===== src/rtl/traffic_light_ctrl.sv =====
// Multi-approach traffic light controller: rotating green phases with demand skipping,
// min/max green timing, yellow and all-red clearance, and a flashing-yellow night mode.
module traffic_light_ctrl #(
  parameter int NUM_DIR   = 4,
  parameter int PH_W      = 2,
  parameter int CNT_W     = 8,
  parameter int GREEN_MIN = 10,
  parameter int GREEN_MAX = 30,
  parameter int YELLOW_T  = 3,
  parameter int ALLRED_T  = 1
) (
  input  logic                   clk,
  input  logic                   rst,
  input  logic                   tick,
  input  logic [NUM_DIR-1:0]     T,
  input  logic                   flash_en,
  output logic [2*NUM_DIR-1:0]   L,
  output logic [3:0]             S,
  output logic [PH_W-1:0]        phase,
  output logic [CNT_W-1:0]       timer
);

  localparam logic [3:0] ST_GREEN  = 4'b0001;
  localparam logic [3:0] ST_YELLOW = 4'b0010;
  localparam logic [3:0] ST_ALLRED = 4'b0100;
  localparam logic [3:0] ST_FLASH  = 4'b1000;

  localparam logic [CNT_W:0] LEN_GMIN = (CNT_W+1)'(GREEN_MIN);
  localparam logic [CNT_W:0] LEN_GMAX = (CNT_W+1)'(GREEN_MAX);
  localparam logic [CNT_W:0] LEN_Y    = (CNT_W+1)'(YELLOW_T);
  localparam logic [CNT_W:0] LEN_AR   = (CNT_W+1)'(ALLRED_T);
  localparam logic [CNT_W-1:0] REST_MAX = CNT_W'(GREEN_MAX - 1);

  logic                 blink;
  logic [CNT_W:0]       timer_inc;
  logic                 other;
  logic [PH_W-1:0]      next_phase;
  logic [NUM_DIR-1:0]   phase_mask;
  logic [2*NUM_DIR-1:0] rot_wide;
  logic [NUM_DIR-1:0]   rot;
  int                   offset;
  int                   sum;

  // Widened increment so the done comparison can never wrap.
  assign timer_inc  = {1'b0, timer} + {{CNT_W{1'b0}}, 1'b1};
  assign phase_mask = {{(NUM_DIR-1){1'b0}}, 1'b1} << phase;
  assign other      = |(T & ~phase_mask);

  // Rotate demand so rot[k] is approach phase+k; smallest demanded k >= 1 wins.
  always_comb begin
    rot_wide = {T, T} >> phase;
    rot      = rot_wide[NUM_DIR-1:0];
    offset   = 1;
    for (int k = NUM_DIR - 1; k >= 1; k--) begin
      if (rot[k]) offset = k;
      else        offset = offset;
    end
    sum = int'(phase) + offset;
    if (sum >= NUM_DIR) sum = sum - NUM_DIR;
    else                sum = sum;
    next_phase = PH_W'(sum);
  end

  // Interval sequencing; every transition is qualified by tick.
  always_ff @(posedge clk) begin
    if (rst) begin
      S     <= ST_GREEN;
      phase <= '0;
      timer <= '0;
      blink <= 1'b0;
    end else if (tick) begin
      case (S)
        ST_GREEN: begin
          if (flash_en) begin
            S     <= ST_YELLOW;
            timer <= '0;
          end else if (!other) begin
            timer <= (timer_inc >= LEN_GMAX) ? REST_MAX : timer_inc[CNT_W-1:0];
          end else if (timer_inc >= LEN_GMAX) begin
            S     <= ST_YELLOW;
            timer <= '0;
          end else if ((timer_inc >= LEN_GMIN) && !T[phase]) begin
            S     <= ST_YELLOW;
            timer <= '0;
          end else begin
            timer <= timer_inc[CNT_W-1:0];
          end
        end
        ST_YELLOW: begin
          if (timer_inc >= LEN_Y) begin
            S     <= ST_ALLRED;
            timer <= '0;
          end else begin
            timer <= timer_inc[CNT_W-1:0];
          end
        end
        ST_ALLRED: begin
          if (timer_inc >= LEN_AR) begin
            timer <= '0;
            if (flash_en) begin
              S     <= ST_FLASH;
              blink <= 1'b1;
            end else begin
              S     <= ST_GREEN;
              phase <= next_phase;
            end
          end else begin
            timer <= timer_inc[CNT_W-1:0];
          end
        end
        ST_FLASH: begin
          blink <= ~blink;
          timer <= '0;
          if (!flash_en) S <= ST_ALLRED;
        end
        default: begin
          S     <= ST_GREEN;
          phase <= '0;
          timer <= '0;
          blink <= 1'b0;
        end
      endcase
    end
  end

  // Lamp decode from the registered state.
  always_comb begin
    L = '1;
    case (S)
      ST_GREEN: begin
        for (int i = 0; i < NUM_DIR; i++)
          L[2*i +: 2] = (PH_W'(i) == phase) ? 2'b00 : 2'b10;
      end
      ST_YELLOW: begin
        for (int i = 0; i < NUM_DIR; i++)
          L[2*i +: 2] = (PH_W'(i) == phase) ? 2'b01 : 2'b10;
      end
      ST_ALLRED: begin
        for (int i = 0; i < NUM_DIR; i++) L[2*i +: 2] = 2'b10;
      end
      ST_FLASH: begin
        for (int i = 0; i < NUM_DIR; i++) L[2*i +: 2] = blink ? 2'b01 : 2'b11;
      end
      default: begin
        for (int i = 0; i < NUM_DIR; i++) L[2*i +: 2] = 2'b10;
      end
    endcase
  end

endmodule


===== config.mk =====
export PLATFORM = sky130hd
export DESIGN_NAME = traffic_light_ctrl
export DESIGN_NICKNAME = d
export VERILOG_FILES = /design/src/rtl/traffic_light_ctrl.sv
export SDC_FILE = /design/constraint.sdc
export NUM_CORES = 1
export LEC_CHECK = 0
export BUFFER_PORTS_ARGS = -buffer_cell sky130_fd_sc_hd__buf_2
export CORE_MARGIN = 5
export CORE_UTILIZATION = 59
export CTS_CLUSTER_DIAMETER = 40
export DETAILED_ROUTE_END_ITERATION = 8
export PLACE_DENSITY = 0.89
export SETUP_SLACK_MARGIN = 0.02
export SLEW_MARGIN = 40
export SYNTH_ARGS = -nofsm -noshare
export SYNTH_HDL_FRONTEND = slang
export SYNTH_SLANG_ARGS = --single-unit

===== constraint.sdc =====
create_clock -name clk -period 3.88 [get_ports clk]
set_input_delay 0.194 -clock clk [delete_from_list [all_inputs] [get_ports clk]]
set_output_delay 0.194 -clock clk [all_outputs]
set_load 0.02 [all_outputs]

==> results.yml <==
cells_and_area:
  antenna_cells: 0
  final_layout_size_suffix_gt1_share_pct: 20.29
  areaGrowthSynthToFinish_pct: 9.282
  fin_nets: 221
job:
  drv_cap: 0
timing:
  rsz0062_at_grt: "no"
  setup-tns-final_ps: 0
  skew_ps: 8.557
  worst_slew_pin_slew_ps: 815.7
  relSlewSlack_pct: 44.86
  finalHoldViolCount: 0
  fmax_ghz: 0.3681
  fin_crit_sh_pct: 70.01
  final-setup-viol-count: 0
  final_max_slew_viol_count: 0
  fin_crit_ps: 2716
setup_path:
  path_class: "flip-flop to flip-flop"
  path_cells: "inv_1 -> ha_1 -> o21a_1 -> o22a_1 -> a2111oi_2 -> o22ai_2 -> a211oi_1 -> a211o_1"
  path_max_fanout: 12
  critical_path.endpoint_type: "flip-flop"
  setup.worst_path.start_class: "flip-flop"
  cpPeakStageDelay_ps: 550
  rr_worst_depth: 8
  cp.arrival_ps: 2970
  worst_path_max_delay_cell: "dfxtp_1"
  cp.required_ps: 4140
min_path:
  whs_path_depth: 2
  hold_class: "input port to flip-flop"
outcome:
  status: "finished, final reports clean"
place:
  io_buffer_count: 29
  finalWeightedCongestion: 0.9417
  dp_hpwl_um: 2853
global_route:
  grtUsageTotal_pct: 21.92
  grt_pass1_wl_um: 6044
  grt_max_degree: 16
  grt_pass1_vias: 1402
  antenna_found_initial: 0
  grt_overflow: 0
clocking:
  clk_latency_ps: 300
  htree_levels: 1
  cts_tree: "built"
  postCtsSetupBuffers: 0
  cts_max_path_buffers: 2
  cts.sinks: 15
  hold_buffers: 0
  root_buffer: "clkbuf_4"
  path_clk_slew_ps: 100
  numCtsBuffers: 3
  ctsResizeCount: 0
pwr:
  p_leak_uw: 0.0006578
  ir_worst_vdd_v: 0.0002915
  power.total_uw: 480.4
  p_per_area_nw_per_um2: 307.6
yosys:
  avgSynthCellArea_sq_um: 7.481
  ys_types: 57
  synth_top_flop_cell: "dfxtp_1"
  ys_top_cells_by_count: "clkbuf_1 (15), dfxtp_1 (15), o21ai_0 (14)"
  synth.cell_area_sq_um: 1429
  synth_top_area_share_pct: 21.02
  async_flop_share_pct: 0
  yosysTopAreaCell: "dfxtp_1"
  syn_inst: 191
  synth_edf_count: 0
  ys_warn_count: 0
  synth_area_leaders: "dfxtp_1 (21%), o21ai_0 (4.9%), ha_1 (4.4%)"
  ys_seq_elements: 15
  syn-num-nets: 204
  ys_seq_area_share_pct: 21.02
floorplan:
  die_y_um: 59.21
  num_rows: 17
  die-area_sq_um: 3506
  core_sq_um: 2255
  start_util_pct: 63.37
  io_pins: 30
  die_w_um: 59.21
routing:
  post_drt_wl_per_cell_um: 16.05
  drt-total-wl_um: 3772
  postRouteAntennaNets: 0
  vias: 1566
  drc_errors: 0
  via_per_inst: 6.664
  drt_iter0_drc: 131
  dr.pass1.iters: 5
==> metrics by stage <==
| step | util [%] | cells | hold WS, ps | setup WS (ps) | instance area, sq um |
|---|---|---|---|---|---|
| floorplan | - | 191 | 374.5 | 1303 | 1429 |
| global placement | 68.04 | 231 | 465.4 | 1441 | 1534 |
| detailed placement | 68.04 | 231 | 492.7 | 1292 | 1534 |
| CTS | 69.26 | 235 | 178.3 | 1231 | 1562 |
| global route | 69.26 | 235 | 184.1 | 946.3 | 1562 |
| finish | 69.26 | 235 | 176.6 | 1164 | 1562 |
==> power by group <==
part	total (uW)	switching, uW	internal [uW]
registers	179	18.5	161
clock network	95.6	57.1	38.5
logic	205	125	80.2
==> state kept, by name, indices dropped and copies added, names as in the netlist <==
name / flops
timer: 8
S: 4
phase: 2
blink: 1
==> area by class of cell <==
cell class / instances / area (sq um)
multi-input cells: 149 / 1016
flip-flops and latches: 15 / 300.3
well taps: 28 / 35.03
repair buffers: 29 / 145.1
inverters: 10 / 37.54
clock inverters: 1 / 5.005
clock buffers: 3 / 22.52
fillers: 194 / 693.2
==> critical path, delay by kind of cell (launching register included) <==
family	cells	cell delay [ps]
compound gates	6	1610
flops	1	550
fa+ha+maj	1	370
buf+inv	1	150
==> path summary, 6_finish.rpt <==
| check | slack [ps] | startpoint | endpoint |
|---|---|---|---|
| setup / recovery | 1160 | timer[0]$_SDFFE_PP0P_ | timer[0]$_SDFFE_PP0P_ |
| setup reg to reg | 1160 | timer[0]$_SDFFE_PP0P_ | timer[0]$_SDFFE_PP0P_ |
| hold reg to reg | 510 | blink$_SDFFE_PP0P_ | blink$_SDFFE_PP0P_ |
| hold / removal | 180 | rst | phase[1]$_SDFFE_PP0P_ |
==> cell families (layout without fill, tap and decap cells) <==
logic type	Yosys count	after routing	synth area share, %
buffers and inverters	27	43	7.881
and+or+nand+nor	70	70	28.02
adders and majority gates	5	5	4.378
AOI/OAI and AO/OA	69	69	35.55
muxes	1	1	0.7006
xor gates and xnor gates	4	4	2.452
DFF	15	15	21.02
==> layout by cell type, fill, tap and decap left out, types with 3 or more instances in the layout <==
cell	synthesis	layout
nand4_1	3	3
clkbuf_4	0	3
dfxtp_1	15	15
ha_1	5	5
buf_2	0	29
nor2b_1	3	3
and2_1	6	6
o21ai_0	14	14
nor3_1	6	6
o31ai_1	4	4
inv_1	10	10
o21ai_1	3	3
a211oi_1	4	4
xnor2_1	3	3
nand3_1	10	10
nor2_1	10	10
a21oi_1	12	12
o21bai_1	3	3
nand2_1	13	13
==> layer usage <==
metal  routed length [um]  part of all wire [%]  global-route usage [%]
met1                 1524                    40                   26.08
met5                    0                     0                       0
met3                  345                   9.1                   3.486
met4                   55                   1.5                   11.00
met2                 1846                    49                   37.60
Note: power is estimated with default switching activity, not from simulation.
